==> config.mk <==
export PLATFORM = sky130hd
export DESIGN_NAME = sinx_requester
export DESIGN_NICKNAME = d
export VERILOG_FILES = /design/src/rtl/sinx_requester.sv
export SDC_FILE = /design/constraint.sdc
export NUM_CORES = 1
export LEC_CHECK = 0
export CORE_MARGIN = 3
export CORE_UTILIZATION = 50
export DETAILED_ROUTE_END_ITERATION = 8
export GPL_TIMING_DRIVEN = 0
export PLACE_DENSITY = 0.86
export SKIP_LAST_GASP = 1
export SLEW_MARGIN = 40
export SYNTH_ARGS = -nofsm -noshare
export SYNTH_HDL_FRONTEND = slang
export SYNTH_SLANG_ARGS = --single-unit
==> constraint.sdc <==
create_clock -name clk_i -period 3.1 [get_ports clk_i]
set_input_delay 0.62 -clock clk_i [delete_from_list [all_inputs] [get_ports clk_i]]
set_output_delay 0.62 -clock clk_i [all_outputs]
set_load 0.01 [all_outputs]
==> src/rtl/sinx_requester.sv <==
// Initiator-side sequencer for the sin(x) accelerator: admits one operand at a time,
// pulses start, waits for a done edge (or times out) and queues results in a small FIFO.
module sinx_requester #(
  parameter int DEPTH   = 4,
  parameter int TIMEOUT = 64
) (
  input  logic                       clk_i,
  input  logic                       rst_i,
  input  logic                       x_valid_i,
  input  logic [15:0]                x_i,
  output logic                       x_ready_o,
  output logic                       acc_start_o,
  output logic [15:0]                acc_x_o,
  input  logic [15:0]                acc_result_i,
  input  logic                       acc_done_i,
  output logic                       y_valid_o,
  output logic [15:0]                y_o,
  input  logic                       y_ready_i,
  output logic [$clog2(DEPTH+1)-1:0] count_o,
  output logic                       busy_o,
  output logic                       err_o
);

  localparam int PW = (DEPTH > 1) ? $clog2(DEPTH) : 1;
  localparam int CW = $clog2(DEPTH + 1);
  localparam int TW = $clog2(TIMEOUT);

  typedef enum logic [1:0] {
    S_IDLE,
    S_LAUNCH,
    S_WAIT
  } state_t;

  state_t          state;
  state_t          next_state;
  logic [15:0]     x_q;
  logic            done_q;
  logic [TW-1:0]   timer;
  logic            err_q;
  logic [15:0]     mem [DEPTH];
  logic [PW-1:0]   wr_ptr;
  logic [PW-1:0]   rd_ptr;
  logic [CW-1:0]   count;

  logic            accept;
  logic            done_edge;
  logic            timeout_hit;
  logic            push;
  logic            pop;

  assign accept      = x_valid_i & x_ready_o;
  assign done_edge   = acc_done_i & ~done_q;
  assign timeout_hit = (timer == TW'(TIMEOUT - 1));
  assign push        = (state == S_WAIT) & done_edge;
  assign pop         = y_ready_i & (count != '0);

  always_comb begin
    next_state = state;
    case (state)
      S_IDLE:   if (accept) next_state = S_LAUNCH;
      S_LAUNCH: next_state = S_WAIT;
      S_WAIT:   if (done_edge || timeout_hit) next_state = S_IDLE;
      default:  next_state = S_IDLE;
    endcase
  end

  always_ff @(posedge clk_i or posedge rst_i) begin
    if (rst_i) begin
      state  <= S_IDLE;
      x_q    <= '0;
      done_q <= 1'b0;
      timer  <= '0;
      err_q  <= 1'b0;
    end else begin
      state  <= next_state;
      done_q <= acc_done_i;
      if (state == S_IDLE && accept)
        x_q <= x_i;
      if (state == S_LAUNCH)
        timer <= '0;
      else if (state == S_WAIT && !done_edge && !timeout_hit)
        timer <= timer + TW'(1);
      if (state == S_WAIT && !done_edge && timeout_hit)
        err_q <= 1'b1;
    end
  end

  // Storage needs no reset; flushing is done by clearing pointers and count.
  always_ff @(posedge clk_i) begin
    if (push)
      mem[wr_ptr] <= acc_result_i;
  end

  always_ff @(posedge clk_i or posedge rst_i) begin
    if (rst_i) begin
      wr_ptr <= '0;
      rd_ptr <= '0;
      count  <= '0;
    end else begin
      if (push)
        wr_ptr <= wr_ptr + PW'(1);
      if (pop)
        rd_ptr <= rd_ptr + PW'(1);
      case ({push, pop})
        2'b10:   count <= count + CW'(1);
        2'b01:   count <= count - CW'(1);
        default: count <= count;
      endcase
    end
  end

  // Admission only from IDLE with a free slot, so the pending result always fits.
  assign x_ready_o   = (state == S_IDLE) & (count < CW'(DEPTH)) & ~rst_i;
  assign acc_start_o = (state == S_LAUNCH);
  assign acc_x_o     = x_q;
  assign y_valid_o   = (count != '0);
  assign y_o         = y_valid_o ? mem[rd_ptr] : 16'h0000;
  assign count_o     = count;
  assign busy_o      = (state != S_IDLE);
  assign err_o       = err_q;

endmodule

==> results.py <==
metrics = {
    "run_status": {
        "status": "finished, final reports clean",
    },
    "detailed_routing": {
        "drt-pass1-iter-count": 5,
        "wl_met2_mm": 3.57,
        "wire_per_inst_um": 16.7,
        "drtAntennaViolNets": 0,
        "drc": 0,
        "routed_wl_mm": 6.98,
        "vias_per_cell": 5.26,
        "dr_wl_met3_um": 562,
        "drt-met1-wl_mm": 2.82,
        "drt_iter0_drc": 91,
        "num_vias": 2197,
        "top_layer_used": "met4",
    },
    "critical_path": {
        "path_class": "flop to primary output",
        "cp-startpoint": "count_o[2]$_DFFE_PP0P_",
        "regToRegSetupSlack_ns": 0.79,
        "required_ns": 2.48,
        "cp-start-kind": "flop",
        "critPathMaxFanout": 10,
        "worstPathArrival_ns": 2.28,
        "critical_path.endpoint": "y_o[10]",
        "crit_family": "buffers and inverters",
        "rr_endpoint": "count_o[2]$_DFFE_PP0P_",
        "critPathBufInv": 3,
        "crit_path_end_kind": "primary output",
        "slowest_delay_ns": 0.48,
        "worst-path-stages": 5,
        "r2r-start": "count_o[2]$_DFFE_PP0P_",
        "reg2reg_depth": 9,
        "crit_chain": "or3_1 -> clkbuf_1 -> clkbuf_2 -> and2_1 -> clkdlybuf4s50_1",
        "slowest_stage": "clkdlybuf4s50_1",
    },
    "global_route": {
        "grt_pass1_vias": 2327,
        "overflow": 0,
        "grt_use_total_pct": 17.2,
        "grt_max_degree": 34,
        "grt_pass1_wl_mm": 11.6,
        "antenna_found_initial": 0,
    },
    "power": {
        "power.share.clock_pct": 17.1,
        "power.leakage_nw": 1.92,
        "internal-power_mw": 2.98,
        "power_frac_seq_pct": 40.8,
        "cellPowerDensity_nw_per_um2": 848,
        "p_switching_mw": 1.30,
        "swShare_pct": 30.4,
        "irDropWorstVdd_mv": 0.604,
        "p_comb_share_pct": 42.1,
        "power_mw": 4.28,
    },
    "sta": {
        "fin_tns_setup_ns": 0,
        "rsz0062_at_grt": "no",
        "min_period_ns": 2.90,
        "fin_hold_ws_ns": 0.474,
        "slew-limit-headroom_pct": 47.3,
        "worst_pin_slew_ns": 0.791,
        "clock-skew-final_ns": 0.0140,
        "finalSetupViolCount": 0,
        "fmax_ghz": 0.345,
        "finalHoldViolations": 0,
        "min_period_over_period_pct": 93.6,
        "slew_viol_final": 0,
    },
    "logic_synthesis": {
        "synth.distinct_cells": 40,
        "synth_cells": 227,
        "synth.avg_cell_area_sq_um": 17.5,
        "ys.flop_type": "edfxtp_1",
        "netlist_area_sq_um": 3980,
        "ys_warn_count": 0,
        "syn-num-nets": 271,
        "async_reset_ff_share_pct": 34.0,
        "ys_ff_latch": 97,
        "yosysSeqAreaShare_pct": 69.1,
        "synth_top_cell_by_area": "edfxtp_1",
        "synth.area.top_cells": "edfxtp_1, dfrtp_1, mux4_2",
        "synth_edf_count": 64,
        "yosysTopAreaCellShare_pct": 48.3,
    },
    "floorplanning": {
        "ioPinCount": 77,
        "die_x_um": 95.2,
        "fp-row-count": 31,
        "initial_core_util_pct": 53.1,
        "core_area_sq_um": 7490,
        "dieArea_sq_um": 9060,
        "die_h_um": 95.2,
    },
    "clock_network": {
        "clock_latency_ns": 0.35,
        "numCtsBuffers": 9,
        "htreeDepth": 3,
        "clock-sinks": 97,
        "clock-root-buffer": "clkbuf_8",
        "cts_tree": "built",
        "clk_pin_slew_ns": 0.09,
        "cts_buffer_depth": 2,
        "postCtsSetupBuffers": 0,
        "ctsHoldBuffers": 0,
    },
    "finish": {
        "final_common_cell": "clkdlybuf4s50_1",
        "n_antenna_cell": 0,
        "fillers": 514,
        "area.sequential_sq_um": 2750,
        "final_util_pct": 67.4,
        "final_cell_mix": "clkdlybuf4s50_1, edfxtp_1, dfrtp_1",
        "nets": 358,
        "synthToLayoutAreaGrowth_pct": 26.8,
        "multi_input_area_sq_um": 1140,
        "drive_gt1_share_pct": 18.8,
    },
    "placement": {
        "dp_hpwl_mm": 4.91,
        "gp_congestion": 0.724,
        "port_buffers": 76,
    },
    "worst_hold_path": {
        "hold_class": "flop to flop",
    },
    "job": {
        "cap_viol_max_count": 0,
    },
}
## per-layer routing
metal	GRT usage, %	up-vias
li1	-	1020
met1	21.1	1093
met2	28.7	82
met3	6.95	2
met4	3.61	0
met5	0	-
## through the flow
stage / cells / cell area [sq um] / setup slack, ns
after floorplan: 227 / 3980 / 1.08
after global placement: 402 / 4860 / 0.450
after detailed placement: 402 / 4860 / 0.410
after CTS: 418 / 5040 / 0.0413
after global routing: 418 / 5040 / 0.0189
final: 418 / 5040 / 0.198
## power by group through the flow
stage	logic, mW	registers [mW]	clock network (mW)
6_report	1.80	1.74	0.730
3_5_place_dp	1.83	1.77	0
5_1_grt	1.97	1.78	0.803
4_1_cts	1.84	1.75	0.758
2_1_floorplan	0.965	1.81	0
3_3_place_gp	1.77	1.76	0
## flip-flops by register name (all words and copies together) (netlist names)
signal	flops
timer	6
count_o	3
done_q	1
state	2
rd_ptr	2
err_o	1
mem	64
acc_x_o	16
wr_ptr	2
## Yosys cell counts (3+ instances only)
| cell | number |
|---|---|
| edfxtp_1 | 64 |
| dfrtp_1 | 33 |
| and2_1 | 17 |
| mux4_2 | 16 |
| inv_1 | 10 |
| mux2_4 | 9 |
| nand2_1 | 9 |
| mux2_2 | 7 |
| ha_1 | 6 |
| nor2_1 | 5 |
| and3_1 | 4 |
| nand3_1 | 4 |
| o21ai_0 | 4 |
| clkbuf_1 | 3 |
| mux2i_1 | 3 |
| xnor2_1 | 3 |
| xor2_1 | 3 |
## cell families (layout without fill, tap and decap cells)
logic type | count (synthesis) | count (layout) | synth area share [%]
xor+xnor | 6 | 6 | 1.32
fa+ha+maj | 7 | 7 | 2.39
mux | 35 | 35 | 15.2
simple gates | 51 | 51 | 7.55
compound gates | 13 | 13 | 2.17
flops | 97 | 97 | 69.1
buf+inv | 18 | 110 | 2.23
## worst min-delay path by stage
stage,slack [ns],startpoint,depth (start not counted),to
4_1_cts,0.48,err_o$_DFFE_PP0P_,1,err_o$_DFFE_PP0P_
3_3_place_gp,0.46,err_o$_DFFE_PP0P_,1,err_o$_DFFE_PP0P_
2_1_floorplan,0.45,timer[4]$_DFFE_PP0P_,1,timer[4]$_DFFE_PP0P_
3_5_place_dp,0.45,err_o$_DFFE_PP0P_,1,err_o$_DFFE_PP0P_
5_1_grt,0.51,err_o$_DFFE_PP0P_,1,err_o$_DFFE_PP0P_
6_report,0.47,err_o$_DFFE_PP0P_,1,err_o$_DFFE_PP0P_
## final cells by class
class / instances / area share [%]
Buffer: 8 / 1.04
Clock buffer: 10 / 2.53
Clock inverter: 6 / 0.993
Inverter: 10 / 0.744
Multi-Input combinational cell: 112 / 22.7
Sequential cell: 97 / 54.5
Tap cell: 99 / 2.46
Timing Repair Buffer: 76 / 15.1
## what timing repair did
item | in CTS | in global routing
setup endpoints to repair | 0 | 9
resized for setup | 0 | 2
endpoints found under the hold margin | 0 | 0
Power figures use the tool's default switching activity.
